<file path="config.mk">
export PLATFORM = sky130hd
export DESIGN_NAME = cnt10_seq
export DESIGN_NICKNAME = d
export VERILOG_FILES = /design/src/rtl/cnt10_seq_pkg.sv /design/src/rtl/cnt10_en_chain.sv /design/src/rtl/cnt10_seq.sv
export SDC_FILE = /design/constraint.sdc
export NUM_CORES = 1
export LEC_CHECK = 0
export ABC_AREA = 1
export BUFFER_PORTS_ARGS = -buffer_cell sky130_fd_sc_hd__buf_2
export CORE_ASPECT_RATIO = 0.7
export CORE_MARGIN = 2
export CORE_UTILIZATION = 50
export CTS_CLUSTER_DIAMETER = 40
export CTS_CLUSTER_SIZE = 28
export DETAILED_ROUTE_END_ITERATION = 8
export PLACE_DENSITY_LB_ADDON = 0.1
export SLEW_MARGIN = 20
export SYNTH_ARGS = -nofsm -noshare
export SYNTH_HDL_FRONTEND = slang
export SYNTH_SLANG_ARGS = --single-unit
</file>
<file path="constraint.sdc">
create_clock -name CLK -period 2.6 [get_ports CLK]
set_input_delay 0 -clock CLK [delete_from_list [all_inputs] [get_ports CLK]]
set_output_delay 0 -clock CLK [all_outputs]
set_load 0.02 [all_outputs]
</file>
<file path="src/rtl/cnt10_seq_pkg.sv">
// Shared types and helpers for the CNT10 cascade run controller.
package cnt10_seq_pkg;

    typedef enum logic [2:0] {
        S_IDLE  = 3'd0,
        S_CLR   = 3'd1,
        S_LOAD  = 3'd2,
        S_RUN   = 3'd3,
        S_PAUSE = 3'd4,
        S_DONE  = 3'd5
    } state_t;

    localparam logic [3:0] BCD_MAX = 4'd9;

    function automatic logic bcd_nibble_ok(input logic [3:0] nibble);
        return nibble <= BCD_MAX;
    endfunction

endpackage

</file>
<file path="src/rtl/cnt10_en_chain.sv">
// Ripple enable chain: digit i counts only when every lower digit sits at 9.
module cnt10_en_chain
    import cnt10_seq_pkg::*;
#(
    parameter int DIGITS = 2
) (
    input  logic              go,
    input  logic [DIGITS-1:0] COUT_IN,
    output logic [DIGITS-1:0] CNT_EN
);

    logic carry;

    always_comb begin
        carry  = go;
        CNT_EN = '0;
        for (int i = 0; i < DIGITS; i++) begin
            CNT_EN[i] = carry;
            carry     = carry & COUT_IN[i];
        end
    end

endmodule

</file>
<file path="src/rtl/cnt10_seq.sv">
// Run controller for a cascade of CNT10 decade counters (preset, count, stop on target).
// Optional feature: define CNT10_SEQ_AUTORELOAD_EN to reload the preset on every match.
module cnt10_seq
    import cnt10_seq_pkg::*;
#(
    parameter int DIGITS = 2
) (
    input  logic                CLK,
    input  logic                RST,
    input  logic                START,
    input  logic                STOP,
    input  logic                CLEAR,
    input  logic [4*DIGITS-1:0] PRESET,
    input  logic [4*DIGITS-1:0] TARGET,
    input  logic [4*DIGITS-1:0] DOUT_IN,
    input  logic [DIGITS-1:0]   COUT_IN,
    output logic [DIGITS-1:0]   CNT_EN,
    output logic                CNT_LOAD_N,
    output logic                CNT_RST_N,
    output logic [4*DIGITS-1:0] CNT_DATA,
    output logic                BUSY,
    output logic                DONE,
    output logic                ERR,
    output logic [2:0]          STATE
);

    localparam int W = 4 * DIGITS;

    state_t         state, state_nx;
    logic [W-1:0]   preset_reg, target_reg;
    logic           err_reg;
    logic           inputs_ok, accept, reject, match, run_go, done_any;
    logic [DIGITS-1:0] run_en;
`ifdef CNT10_SEQ_AUTORELOAD_EN
    logic           reload, reload_pulse;
`endif

    always_comb begin
        inputs_ok = 1'b1;
        for (int i = 0; i < DIGITS; i++) begin
            if (!bcd_nibble_ok(PRESET[4*i +: 4]) || !bcd_nibble_ok(TARGET[4*i +: 4]))
                inputs_ok = 1'b0;
        end
    end

    assign match  = (DOUT_IN == target_reg);
    // STOP/CLEAR freeze the chain in the same cycle they are seen.
    assign run_go = (state == S_RUN) && !match && !STOP && !CLEAR;

    cnt10_en_chain #(.DIGITS(DIGITS)) u_en_chain (
        .go      (run_go),
        .COUT_IN (COUT_IN),
        .CNT_EN  (run_en)
    );

    always_comb begin
        state_nx = state;
        accept   = 1'b0;
        reject   = 1'b0;
`ifdef CNT10_SEQ_AUTORELOAD_EN
        reload   = 1'b0;
`endif
        if (CLEAR) begin
            state_nx = S_CLR;
        end else begin
            case (state)
                S_CLR:  state_nx = S_IDLE;
                S_IDLE, S_DONE: begin
                    if (START && !STOP) begin
                        if (inputs_ok) begin
                            state_nx = S_LOAD;
                            accept   = 1'b1;
                        end else begin
                            reject   = 1'b1;
                        end
                    end
                end
                S_LOAD: state_nx = S_RUN;
                S_RUN: begin
                    if (match) begin
`ifdef CNT10_SEQ_AUTORELOAD_EN
                        if (STOP) begin
                            state_nx = S_DONE;
                        end else begin
                            state_nx = S_LOAD;
                            reload   = 1'b1;
                        end
`else
                        state_nx = S_DONE;
`endif
                    end else if (STOP) begin
                        state_nx = S_PAUSE;
                    end
                end
                S_PAUSE: if (START && !STOP) state_nx = S_RUN;
                default: state_nx = S_IDLE;
            endcase
        end
    end

    always_ff @(posedge CLK) begin
        if (RST) begin
            state      <= S_IDLE;
            err_reg    <= 1'b0;
            preset_reg <= '0;
            target_reg <= '0;
        end else begin
            state   <= state_nx;
            err_reg <= reject;
            if (accept) begin
                preset_reg <= PRESET;
                target_reg <= TARGET;
            end
        end
    end

`ifdef CNT10_SEQ_AUTORELOAD_EN
    always_ff @(posedge CLK) begin
        if (RST) reload_pulse <= 1'b0;
        else     reload_pulse <= reload;
    end
    assign done_any = (state == S_DONE) || reload_pulse;
`else
    assign done_any = (state == S_DONE);
`endif

    // Counter-facing outputs are forced safe while RST is high.
    always_comb begin
        CNT_EN = '0;
        if (!RST) begin
            case (state)
                S_LOAD:  CNT_EN = '1;
                S_RUN:   CNT_EN = run_en;
                default: CNT_EN = '0;
            endcase
        end
    end

    assign CNT_LOAD_N = RST || (state != S_LOAD);
    assign CNT_RST_N  = !(RST || (state == S_CLR));
    assign CNT_DATA   = RST ? '0 : preset_reg;
    assign BUSY       = !RST && ((state == S_LOAD) || (state == S_RUN) || (state == S_PAUSE));
    assign DONE       = !RST && done_any;
    assign ERR        = !RST && err_reg;
    assign STATE      = state;

endmodule
</file>
**Word-level counts from Yosys, hierarchy flattened**

Index checks and enable logic that the tools add are counted.

- $lt $le $gt $ge: 4
- Equality and inequality tests: 15
- Multiplexer cells: 17
- Bitwise logic cells: 3
- Reductions and logical operators: 28

Operators with widths:

| cell | number |
|---|---|
| <= comparator 4 bit (second input constant) | 4 |
| two-way mux 3 bit | 5 |
| != test 3 bit (second input constant) | 4 |
| case mux 3 bit (4 select lines) | 1 |
| zero test 1 bit | 9 |
| == test 8 bit | 1 |
| two-way mux 1 bit | 8 |
| two-way mux 8 bit | 1 |
| AND reduction 4 bit | 2 |
| logical AND 1 bit | 7 |
| == test 3 x 2 -> 1 bit (second input constant) | 2 |
| == test 3 bit (second input constant) | 2 |
| logical OR 1 bit | 6 |
| != test 2 bit (second input constant) | 3 |
| != test 4 bit (second input constant) | 1 |
| case mux 2 bit (2 select lines) | 1 |
| OR reduction 2 bit | 2 |
| OR reduction 4 bit | 1 |
| == test 3 x 1 -> 1 bit (second input constant) | 1 |
| zero test 3 bit | 1 |
| != test 3 x 2 -> 1 bit (second input constant) | 1 |
| two-way mux 2 bit | 1 |
| NOT 1 bit | 2 |
| bitwise AND 1 bit | 1 |

- Flip-flop bits (word level): 20
- Bits of input ports: 31
- Output and inout bits: 18
- Logic and storage cells: 72

**Depth between registers and ports, before layout**

- Word-level depth: 9
- Gate-level depth with buffers: 12
- Mapped depth without buffers: 12

**By module**

From an unflattened synthesis, not the netlist that was laid out.

- Cell total of the unflattened synthesis: 183
- Area, all modules: 1204.9 um^2

Modules (own cells, without submodules):

| module | instances | cells each | area an instance (um^2) | sequential area each (um^2) |
|---|---|---|---|---|
| cnt10_seq | 1 | 180 | 1189.9 | 400.4 |
| cnt10_en_chain | 1 | 3 | 15.0 | 0.0 |

**Worst setup path after synthesis**

Ideal clock, no wire load.

- Kind: reg2reg
- Start point: register state[2] (netlist: STATE[2])
- End point: register preset_reg[0]
- Setup time: 0.116 ns
- Arrival: 1.390 ns
- Data required time: 2.484 ns
- Path slack: 1.094 ns
- Cell stages (with the launch flop): 9
- Path buffers: 1
- Period minus slack after synthesis: 1.506 ns
- Cells stage by stage: dfxtp_1 -> nand3_1 -> o21ai_2 -> nand2_2 -> nor3_4 -> inv_2 -> buf_6 -> o21ai_1 -> a21oi_1

- Cells in the longest elaborated chain, start to end: 4
- Elaborated cells between the ends (all ways): 5
- Those cells by class: eq/ne: 1; mux: 2; reduce/logical: 2

RTL lines:

| what | RTL line | text |
|---|---|---|
| start, declared | cnt10_seq.sv:29 | `state_t state, state_nx;` |
| start signal, assigned | cnt10_seq.sv:108 | `state <= state_nx;` |
| == test 3 bit or zero test 3 bit (tied branches) | cnt10_seq.sv:66 | `case (state)` |
| OR reduction 2 bit (*) | cnt10_seq.sv:66 |  |
| two-way mux 1 bit (*) | cnt10_seq.sv:66 |  |
| two-way mux 1 bit (*) | cnt10_seq.sv:63 | `if (CLEAR) begin` |
| end signal, assigned | cnt10_seq.sv:105 | `preset_reg <= '0;` |
| end signal, assigned | cnt10_seq.sv:111 | `preset_reg <= PRESET;` |
| end, declared | cnt10_seq.sv:30 | `logic [W-1:0] preset_reg, target_reg;` |

Mark *: on every way between the ends. The rest lies on a longest branch, timed or not.
A chain may end at the register's enable or synchronous reset.

**Final worst setup path**

- Start point: register state[0] (netlist: STATE[0])
- End point: register target_reg[5]

- Cells in the longest elaborated chain, start to end: 4
- Elaborated cells between the ends (all ways): 5
- Those cells by class: eq/ne: 1; mux: 2; reduce/logical: 2

RTL lines:

| what | RTL line | text |
|---|---|---|
| == test 3 bit or zero test 3 bit (tied branches) | cnt10_seq.sv:66 |  |
| OR reduction 2 bit (*) | cnt10_seq.sv:66 |  |
| two-way mux 1 bit (*) | cnt10_seq.sv:66 |  |
| two-way mux 1 bit (*) | cnt10_seq.sv:63 |  |
| end signal, assigned | cnt10_seq.sv:106 | `target_reg <= '0;` |
| end signal, assigned | cnt10_seq.sv:112 | `target_reg <= TARGET;` |
| end, declared | cnt10_seq.sv:30 |  |

Marks and branches as above.

==> flow_summary.yaml <==
outcome:
  status: "finished with violations"
  violations: "negative hold slack"
floorplan:
  ios: 49
  die_w_um: 60.6
  dieHeight_um: 43.6
  std_cell_rows: 14
  fp.coreArea_um2: 2140
  fp.dieArea_um2: 2650
  initial_core_util_pct: 52.5
routing:
  drt_iter0_drc: 75
  wl_per_cell_um: 10.5
  drc: 0
  route.vias.total: 1289
  detail-route-antenna-nets: 0
  drtPass1Iterations: 4
  routed_wl_mm: 2.85
  viasPerCell: 4.76
clocking:
  clockRootBuffer: "clkbuf_4"
  cts_buffers: 3
  cts_tree: "done"
  cts_max_path_buffers: 2
  htreeDepth: 1
  cts_setup_buffers: 0
  cts.sinks: 20
  path_clk_slew_ns: 0.11
  clkLatencyLatePin_ns: 0.30
sta:
  hold_viol: 1
  timing.fmax_ghz: 0.534
  setup_viol: 0
  rsz0062_at_grt: "false"
  min_period_ns: 1.87
  worstMarginPinSlew_ns: 0.454
  holdWs_ns: -0.0107
  post-route-period-util_pct: 72.0
  slew_headroom_pct: 69.7
  setup_tns_ns: 0
  maxSlewViolCount: 0
  skew_ns: 0.00270
critical_path:
  path_common_cell: "inv_2"
  critPathRequiredTime_ns: 2.79
  r2r_slack_ns: 0.73
  cp_cell_sequence: "inv_2 > nand2_1 > o21ai_2 > nand2_2 > nor3_4 > inv_2 > o21ai_0 > a21oi_1"
  crit_family: "simple AND/OR/NAND/NOR gates"
  path_max_fanout: 22
  critPathSlowestCell: "dfxtp_1"
  crit_arrival_ns: 2.06
  start_kind: "flop"
  crit_path_end_kind: "flop"
  max_stage_delay_ns: 0.38
  crit_buf_inv: 2
  critical_path_class: "flop to flop"
placed_design:
  place_area_um2: 1360
  dp_hpwl_mm: 2.12
  gp_congestion: 0.789
  port-buffer-count: 47
grt:
  antenna_found_initial: 0
  grt_pass1_wl_mm: 4.60
  grt.total_usage_pct: 23.2
  grt_max_degree: 23
  overflow: 0
  grt_pass1_vias: 1146
cells_and_area:
  stdcell_area_um2: 1520
  fin_nets: 272
  fillers: 188
  final_common_cell: "buf_2"
  final_cell_mix: "buf_2 (47), nor2_1 (37), inv_1 (34)"
  drive_gt1_share_pct: 23.0
  area_growth_syn_to_layout_pct: 35.2
  diodes: 0
  final_util_pct: 71.0
  multi_input_area_um2: 544
  seqCellArea_um2: 400
synthesis:
  syn_area_per_cell_um2: 6.20
  synth.distinct_cells: 20
  synth_nets: 212
  netlist_area_um2: 1120
  synth_top_area_share_pct: 35.7
  synth_area_leader_cell: "dfxtp_1"
  synth_area_leaders: "dfxtp_1 (36%), nor2_1 (12%), inv_1 (11%)"
  synth_warnings: 0
  synth-seq-cells: 20
  yosysSeqAreaShare_pct: 35.7
  synthCells: 181
pwr:
  p_leak_uw: 0.000772
  peakVddDrop_uv: 337
  p_per_area_nw_per_um2: 392
run:
  maxCapViolCount: 0
hold_path:
  hold_path.class: "input pin to flop"
## cell type report
class | count | area share, %
well taps | 32 | 2.64
repair buffers | 61 | 24.7
multi-input cells | 119 | 35.9
inverters | 36 | 8.90
clock buffers | 3 | 1.48
flip-flops and latches | 20 | 26.4
## report_power, final
part           total [uW]  switching (uW)  internal [uW]
clock network         147            92.7           54.0
registers             319            5.78            313
logic                 129            72.0           57.3
## worst paths after layout
path                        end  cells after the start           from
setup reg to reg  target_reg[5]                      8       STATE[0]
hold reg to reg   preset_reg[1]                      2  preset_reg[1]
setup / recovery  target_reg[5]                      8       STATE[0]
hold / removal    target_reg[1]                      3      TARGET[1]
## timing repair
action                                 in CTS  in global routing
gates resized for setup                     0                  0
hold buffers                               14                  0
endpoints found under the hold margin      14                  0
## cell usage after synthesis
| cell type | number |
|---|---|
| o21a_1 | 1 |
| xnor2_1 | 3 |
| nand3_1 | 4 |
| a21oi_1 | 19 |
| dfxtp_1 | 20 |
| buf_6 | 2 |
| clkbuf_1 | 2 |
| nand2_1 | 33 |
| a2111oi_0 | 1 |
| inv_1 | 34 |
| nor2_1 | 37 |
| nor3_4 | 1 |
| buf_2 | 1 |
| buf_4 | 1 |
| o21ai_0 | 9 |
| o31ai_1 | 1 |
| o21ai_1 | 8 |
| nand2_2 | 1 |
| o21ai_2 | 1 |
| inv_2 | 2 |
## worst reg2reg max path: stages, from the launching register on
cell     delay [ns]
dfxtp_1        0.38
inv_2          0.11
nand2_1        0.11
o21ai_2        0.19
nand2_2        0.10
nor3_4         0.37
inv_2          0.25
o21ai_0        0.22
a21oi_1        0.06
## layer usage
layer  vias to the layer above  track usage, %  wire (um)
met5                         -               0          0
met4                         0            3.91         19
met3                         2            5.37        229
met2                        51            40.2       1340
met1                       561            29.9       1260
li1                        675               -          -
## cell families (layout without fill, tap and decap cells)
kind of cell | after synthesis | after routing | synth area share (%)
AO/OA/AOI/OAI | 40 | 40 | 19.0
XOR/XNOR | 3 | 3 | 2.34
buffers and inverters | 42 | 100 | 15.8
flip-flops | 20 | 20 | 35.7
AND/OR/NAND/NOR | 76 | 76 | 27.2
## metrics by stage
| step | instances | setup slack [ns] | power (uW) |
|---|---|---|---|
| after floorplan | 181 | 1.09 | 394 |
| after global placement | 254 | 0.797 | 433 |
| after detailed placement | 254 | 0.736 | 438 |
| after CTS | 271 | 0.728 | 596 |
| after global routing | 271 | 0.523 | 627 |
| final | 271 | 0.727 | 595 |
No activity file was read; power rests on OpenSTA's default activity.
